File: config.mk
export PLATFORM = sky130hd
export DESIGN_NAME = nibble_serial_addsub
export DESIGN_NICKNAME = d
export VERILOG_FILES = /design/src/rtl/nibble_serial_addsub.sv
export SDC_FILE = /design/constraint.sdc
export NUM_CORES = 1
export LEC_CHECK = 0
export CORE_MARGIN = 1
export CORE_UTILIZATION = 40
export CTS_CLUSTER_SIZE = 20
export DETAILED_ROUTE_END_ITERATION = 8
export DONT_BUFFER_PORTS = 1
export PLACE_DENSITY_LB_ADDON = 0.2
export REMOVE_ABC_BUFFERS = 1
export SLEW_MARGIN = 20
export SYNTH_ARGS = -nofsm -noshare
export SYNTH_HDL_FRONTEND = slang
export SYNTH_SLANG_ARGS = --single-unit
export TNS_END_PERCENT = 50
File: constraint.sdc
create_clock -name clk -period 7.4 [get_ports clk]
set_input_delay 0.37 -clock clk [delete_from_list [all_inputs] [get_ports clk]]
set_output_delay 0.37 -clock clk [all_outputs]
set_load 0.05 [all_outputs]
File: src/rtl/nibble_serial_addsub.sv
// ============================================================================
// Module   : nibble_serial_addsub
// Purpose  : NIBBLES*4-bit add/subtract computed one nibble per clock on a
//            single shared 4-bit slice, LSB nibble first.
// Revision : 1.0
// ============================================================================
`default_nettype none

module nibble_serial_addsub #(
    parameter int NIBBLES = 4
) (
    input  logic                 clk,
    input  logic                 rst_n,
    input  logic                 start_valid,
    output logic                 start_ready,
    input  logic                 op_sub,
    input  logic [4*NIBBLES-1:0] a,
    input  logic [4*NIBBLES-1:0] b,
    output logic [4*NIBBLES-1:0] result,
    output logic                 cout,
    output logic                 overflow,
    output logic                 zero,
    output logic                 done
);

    localparam int W    = 4 * NIBBLES;
    localparam int IDXW = $clog2(NIBBLES);
    localparam logic [IDXW-1:0] c_last_idx = IDXW'(NIBBLES - 1);

    typedef enum logic [1:0] {
        IDLE = 2'd0,
        RUN  = 2'd1,
        DONE = 2'd2
    } state_t;

    state_t          r_state;
    logic [W-1:0]    r_op_a;
    logic [W-1:0]    r_op_b;
    logic            r_carry;
    logic [IDXW-1:0] r_idx;

    logic [3:0]      w_a_nib;
    logic [3:0]      w_b_nib;
    logic [4:0]      w_sum5;
    logic [3:0]      w_low4;
    logic            w_c3;
    logic [W-1:0]    w_next_result;

    // Shared slice; the 3-bit partial sum exposes the carry into bit 3 for overflow.
    always_comb begin
        w_a_nib = r_op_a[{r_idx, 2'b00} +: 4];
        w_b_nib = r_op_b[{r_idx, 2'b00} +: 4];
        w_sum5  = {1'b0, w_a_nib} + {1'b0, w_b_nib} + {4'b0000, r_carry};
        w_low4  = {1'b0, w_a_nib[2:0]} + {1'b0, w_b_nib[2:0]} + {3'b000, r_carry};
        w_c3    = w_low4[3];
        w_next_result = result;
        w_next_result[{r_idx, 2'b00} +: 4] = w_sum5[3:0];
    end

    always_ff @(posedge clk or negedge rst_n) begin
        if (!rst_n) begin
            r_state     <= IDLE;
            start_ready <= 1'b1;
            done        <= 1'b0;
            result      <= '0;
            cout        <= 1'b0;
            overflow    <= 1'b0;
            zero        <= 1'b0;
            r_op_a      <= '0;
            r_op_b      <= '0;
            r_carry     <= 1'b0;
            r_idx       <= '0;
        end else begin
            case (r_state)
                IDLE: begin
                    if (start_valid) begin
                        r_op_a      <= a;
                        r_op_b      <= op_sub ? ~b : b;
                        r_carry     <= op_sub;
                        r_idx       <= '0;
                        start_ready <= 1'b0;
                        r_state     <= RUN;
                    end
                end
                RUN: begin
                    result  <= w_next_result;
                    r_carry <= w_sum5[4];
                    if (r_idx == c_last_idx) begin
                        cout     <= w_sum5[4];
                        overflow <= w_c3 ^ w_sum5[4];
                        zero     <= (w_next_result == '0);
                        done     <= 1'b1;
                        r_idx    <= '0;
                        r_state  <= DONE;
                    end else begin
                        r_idx <= r_idx + 1'b1;
                    end
                end
                DONE: begin
                    done        <= 1'b0;
                    start_ready <= 1'b1;
                    r_state     <= IDLE;
                end
                default: begin
                    done        <= 1'b0;
                    start_ready <= 1'b1;
                    r_state     <= IDLE;
                end
            endcase
        end
    end

endmodule

`default_nettype wire

==> flow_summary.yaml, run 1 <==
hold_path:
  holdPathStages: 1
  worstHoldPathType: "input pin to flop"
  hp-start: "a[11]"
  hold_path_end: "r_op_a[11]"
floorplan:
  core_area_sq_mm: 0.00683
  die_x_um: 86.3
  die-height_um: 86.3
  start_util_pct: 41.6
  pin_count: 57
  rows: 30
  dieArea_sq_mm: 0.00745
sta:
  rsz0062_at_grt: "no"
  relSlewSlack_pct: 45.3
  fin_setup_tns_ns: 0
  max_freq_mhz: 332
  fin_crit_sh_pct: 40.7
  fin_skew_ns: 0.0119
  fin_crit_ns: 3.01
  tightest_slew_ns: 0.819
  hold_viol: 0
  drv_slew: 0
  setup_viol: 0
pwr:
  pwr-share-seq_pct: 41.3
  power.leakage_nw: 1.33
  ir_worst_vdd_mv: 0.199
  p_int_mw: 0.949
  combPwrFrac_pct: 45.0
  total_power_mw: 1.75
  p_sw_mw: 0.798
  p_sw_share_pct: 45.7
  clkPwrFrac_pct: 13.7
  power_per_cell_area_mw_per_mm2: 558
setup_path:
  cp.required_ns: 7.62
  r2r-start: "r_idx[0]"
  r2r-end: "zero"
  path_max_fanout: 17
  cp-start-kind: "flop"
  path_class: "flop to flop"
  rr_worst_depth: 7
  r2r_setup_slack_ns: 4.39
  critPathLaunch: "r_idx[0]"
  cp-end-kind: "flop"
  crit_arrival_ns: 3.24
logic_synthesis:
  ys_ff_latch: 58
  yosys.area.top_type: "dfrtp_1"
  yosysWarnings: 0
  synth_area_leaders: "dfrtp_1, mux2_2, mux4_2"
  syn_area_per_cell_sq_um: 11.6
  async_flop_share_pct: 100
  synthFlopType: "dfrtp_1"
  synth_edf_count: 0
  synth_top_area_share_pct: 50.1
  syn_area_sq_mm: 0.00285
  syn-instance-count: 246
  synthDistinctLibCells: 33
  yosysSeqAreaShare_pct: 51.1
global_route:
  grt_max_degree: 59
  use_met2_pct: 25.6
  grt_pass1_wl_um: 9400
  top_usage_layer: "met2"
  gr-usage-met3_pct: 6.48
  grt_pass1_vias: 1885
  grtUsageTotal_pct: 16.9
  grt_overflow_total: 0
  met1_usage_pct: 21.2
  grt_antenna_before_repair: 0
final_layout:
  drive_gt1_share_pct: 18.8
  post-route-util_pct: 45.8
  syn2layout_area_growth_pct: 9.98
  final_nets: 297
  n_antenna_cell: 0
  fill_cells: 670
placement:
  portBuffers: 0
  dpl.hpwl_um: 3850
  place.gp.congestion: 0.830
detailed_routing:
  drtIter0Drc: 103
  dr_total_vias: 1834
  drtPass1Iterations: 4
  vias_per_cell: 5.23
  drc: 0
  routed_wl_um: 5580
  ant_nets: 0
  wl_per_cell_um: 15.9
cts:
  cts_buffer_depth: 2
  cts_setup_buffers: 0
  clk_latency_ns: 0.33
  cts_max_level: 3
  root_buffer: "clkbuf_8"
  cts-buffers-inserted: 9
  cts_hold_buf: 2
  clk_pin_slew_worst_paths_ns: 0.06
  cts_tree: "built"
  post_cts_resized: 0
  cts.sinks: 58
run:
  maxCapViolCount: 0
outcome:
  status: "complete, no violations"
[area by class of cell]
cell class | count | area (sq um) | share of cell area, %
flip-flops and latches | 58 | 1450 | 46.4
multi-input cells | 167 | 1320 | 42.0
clock buffers | 12 | 135 | 4.32
well taps | 96 | 120 | 3.84
repair buffers | 3 | 45.0 | 1.44
inverters | 11 | 41.3 | 1.32
clock inverters | 4 | 20.0 | 0.640
[state kept, by name, indices dropped and copies added, names as in the netlist, 2 cells and up]
register / flops
r_op_b: 16
result: 16
r_idx: 2
r_op_a: 16
r_state: 2
[metal layers]
metal  vias up  share of wire, %
li1        879                 -
met5         -                 0
met1       887                45
met4         0               1.5
met2        59                46
met3         9               7.3
[worst max-delay path: stages, from the launching register on]
cell and delay, ns:
dfrtp_1 0.82, mux4_2 0.61, fa_1 0.43, a21o_1 0.19, a21oi_1 0.24, xnor2_1 0.22, o21ai_0 0.14, a41o_1 0.26
[cell usage in the layout, fill, tap and decap left out, types with 6 or more instances in the layout]
cell type and instances:
a21oi_1 21, a22o_1 6, clkbuf_8 9, dfrtp_1 57
ha_1 9, inv_1 11, mux2_2 16, mux4_2 8
nand2_1 21, nor2_1 21, o21ai_0 10, xnor2_1 18
[worst max path at each step]
stage | end | slack [ns]
after floorplan | r_op_a[0] | 4.59
after global placement | overflow | 4.34
after detailed placement | zero | 4.33
after CTS | zero | 4.33
after global routing | zero | 4.06
final | zero | 4.39
[cells in the mapped netlist, drive strengths merged (2+ instances only)]
cell,number
dfrtp,57
nor2,22
a21oi,21
nand2,21
xnor2,18
mux2,16
inv,11
o21ai,10
a22o,9
ha,9
mux4,8
buf,5
clkbuf,5
nor4,4
o22ai,4
a21o,3
nor2b,3
a32o,2
and2,2
fa,2
nor3,2
o31ai,2
[metrics by stage]
stage	worst slack, ns	area [sq um]	hold slack (ns)	std cells
floorplan	4.59	2800	0.0744	236
finish	4.39	3130	0.185	351
detailed placement	4.33	2940	0.0756	333
CTS	4.33	3130	0.167	351
global placement	4.34	2940	0.0755	333
global route	4.06	3130	0.166	351
[logic make-up (layout without fill, tap and decap cells)]
logic type | count (synthesis) | in the layout | share of synthesized area [%]
buf+inv | 21 | 30 | 2.99
flops | 58 | 58 | 51.1
simple gates | 58 | 58 | 9.41
xor+xnor | 19 | 19 | 5.85
compound gates | 55 | 55 | 12.7
mux | 24 | 24 | 12.7
fa+ha+maj | 11 | 11 | 5.37
[power groups by stage]
stage	sequential, mW	clock, mW	combinational (mW)
finish	0.721	0.239	0.787
global route	0.749	0.261	0.897
CTS	0.726	0.247	0.799
detailed placement	0.732	0	0.786
global placement	0.730	0	0.783
floorplan	0.691	0	0.635
No activity file was read; power rests on OpenSTA's default activity.
==> run 2: changes to the inputs <==
ABC_AREA = 1   (was not set)
clock period = 2.5 ns   (was 7.4 ns; I/O delays follow)
==> flow_summary.yaml, run 2 <==
floorplan:
  pin_count: 57
  die-height_um: 90.3
  core_area_sq_mm: 0.00741
  die_x_um: 90.3
  start_util_pct: 42.1
  rows: 31
  dieArea_sq_mm: 0.00816
logic_synthesis:
  syn-instance-count: 396
  yosysSeqAreaShare_pct: 46.6
  yosys.area.top_type: "dfrtp_1"
  ys_ff_latch: 58
  synth_area_leaders: "dfrtp_1, nand2_1, o21ai_0"
  synth_edf_count: 0
  yosysWarnings: 0
  synth_top_area_share_pct: 45.7
  syn_area_per_cell_sq_um: 7.88
  syn_area_sq_mm: 0.00312
  synthFlopType: "dfrtp_1"
  ys_top_cells_by_count: "nand2_1, dfrtp_1, nor2_1"
  yosysMostFrequentCell: "nand2_1"
  async_flop_share_pct: 100
  synthDistinctLibCells: 30
cts:
  clk_pin_slew_worst_paths_ns: 0.07
  cts_tree: "built"
  clk_latency_ns: 0.34
  cts_max_level: 3
  cts_buffer_depth: 2
  cts-buffers-inserted: 9
  cts.sinks: 58
  root_buffer: "clkbuf_8"
final_layout:
  drive_gt1_share_pct: 17.4
  reg.largest.list: "r_op_a x16, r_op_b x16, result x16"
  layout.cells.non_filler: 559
  layout_commonest_cell: "nand2_1"
  syn2layout_area_growth_pct: 30.9
  n_antenna_cell: 0
  final_nets: 502
  final_cell_mix: "nand2_1, dfrtp_1, nor2_1, dlygate4sd3_1, o21ai_0"
hold_path:
  worstHoldPathType: "input pin to flop"
pwr:
  ir_worst_vdd_mv: 0.612
  combPwrFrac_pct: 50.4
  power_per_cell_area_mw_per_mm2: 1620
  pwr-share-seq_pct: 33.0
  p_int_mw: 3.45
  p_sw_share_pct: 47.9
  p_sw_mw: 3.16
  clkPwrFrac_pct: 16.6
  total_power_mw: 6.61
  power.leakage_nw: 1.95
detailed_routing:
  drtPass1Iterations: 5
  ant_nets: 0
  vias_per_cell: 4.97
  routed_wl_um: 7630
  wl_per_cell_um: 13.6
  drc: 0
  drtIter0Drc: 144
  dr_total_vias: 2777
outcome:
  violations: "setup timing"
  status: "complete, but fails checks"
placement:
  place.gp.congestion: 0.864
  dp.cells: 504
  portBuffers: 0
  dpl.hpwl_um: 5220
sta:
  fin_crit_sh_pct: 101
  relSlewSlack_pct: 33.3
  max_freq_mhz: 397
  finalWorstSetupSlack_ns: -0.0220
  rsz0062_at_grt: "yes"
  fin_skew_ns: 0.00703
  fin_crit_ns: 2.52
  tightest_slew_ns: 0.997
  hold_viol: 0
  drv_slew: 0
  setup_viol: 1
setup_path:
  cp-start-kind: "flop"
  cp.required_ns: 2.78
  cp-end-kind: "flop"
  crit_arrival_ns: 2.81
  path_class: "flop to flop"
  path_max_fanout: 6
global_route:
  use_met2_pct: 36.7
  met1_usage_pct: 25.1
  grt_max_degree: 59
  grt_antenna_before_repair: 0
  gr-usage-met3_pct: 5.72
  grt_pass1_wl_um: 13500
  grt_pass1_vias: 2960
  top_usage_layer: "met2"
  grt_overflow_total: 0
  grtUsageTotal_pct: 20.6
run:
  maxCapViolCount: 0
## run 2: kinds of logic after synthesis
logic type / Yosys count / synth area share (%)
simple gates: 201 / 26.3
compound gates: 66 / 11.8
fa+ha+maj: 11 / 4.89
xor+xnor: 16 / 4.49
buf+inv: 44 / 5.93
flops: 58 / 46.6
## run 2: final timing paths
kind                       slack [ns]   startpoint  cells after the start     endpoint
setup reg to reg                -0.02     r_idx[0]                     17         zero
setup / recovery                -0.02     r_idx[0]                     17         zero
min in group asynchronous        0.31        rst_n                      2   result[13]
max in group asynchronous        1.91        rst_n                      2  start_ready
hold / removal                   0.06  start_valid                      2   r_state[0]
hold reg to reg                  0.48   r_op_a[11]                      2   r_op_a[11]
## run 2: through the flow
step / worst slack [ns] / util, % / setup TNS, ns / hold slack (ns) / instance area, sq um
floorplan: -0.695 / - / -4.68 / -0.171 / 3040
global placement: -0.0567 / 45.2 / -0.0567 / -0.169 / 3350
detailed placement: -0.103 / 45.2 / -0.103 / -0.168 / 3350
CTS: -0.0201 / 54.7 / -0.0201 / 0.0482 / 4050
global route: -0.172 / 55.1 / -0.202 / 0.0701 / 4080
finish: -0.0220 / 55.1 / -0.0220 / 0.0571 / 4080
## run 2: final cells by class
type / instances / area (sq um)
Inverter: 28 / 110
Clock buffer: 11 / 151
Sequential cell: 58 / 1450
Multi-Input combinational cell: 294 / 1550
Timing Repair Buffer: 64 / 597
Clock inverter: 5 / 100
Fill cell: 692 / 3320
Tap cell: 99 / 124
## run 2: power groups by stage
stage / clock network (mW) / registers, mW / logic [mW]
after detailed placement: 0 / 2.18 / 2.98
after global placement: 0 / 2.17 / 2.93
after floorplan: 0 / 2.13 / 2.05
after global routing: 1.17 / 2.23 / 3.77
final: 1.10 / 2.18 / 3.33
after CTS: 1.12 / 2.18 / 3.26
## run 2: layer usage
layer | share of wire [%] | up-vias | wire length (um)
met5 | 0 | - | 0
met4 | 0.54 | 0 | 41
met3 | 4.5 | 5 | 342
met2 | 51 | 60 | 3870
met1 | 44 | 1324 | 3380
li1 | - | 1388 | -
## run 2: timing repair
item	CTS	global route
endpoints found under the setup margin	1	9
endpoints found under the hold margin	91	0
gates cloned	0	0
hold buffers	35	0
pin swaps	13	11
resized for setup	20	10
buffers inserted	4	1
## run 2: critical path, cell delays in order (launching register included)
cell,delay [ns]
dfrtp_2,0.45
buf_6,0.15
buf_6,0.12
nor2_4,0.07
inv_2,0.04
a32oi_2,0.19
inv_1,0.09
fa_2,0.58
nor2_4,0.05
nand3_2,0.09
nand2_1,0.05
nor2_1,0.12
nand2_1,0.07
nor2_1,0.09
nand2_1,0.07
nor2_2,0.09
nand3_1,0.06
nand2_1,0.07
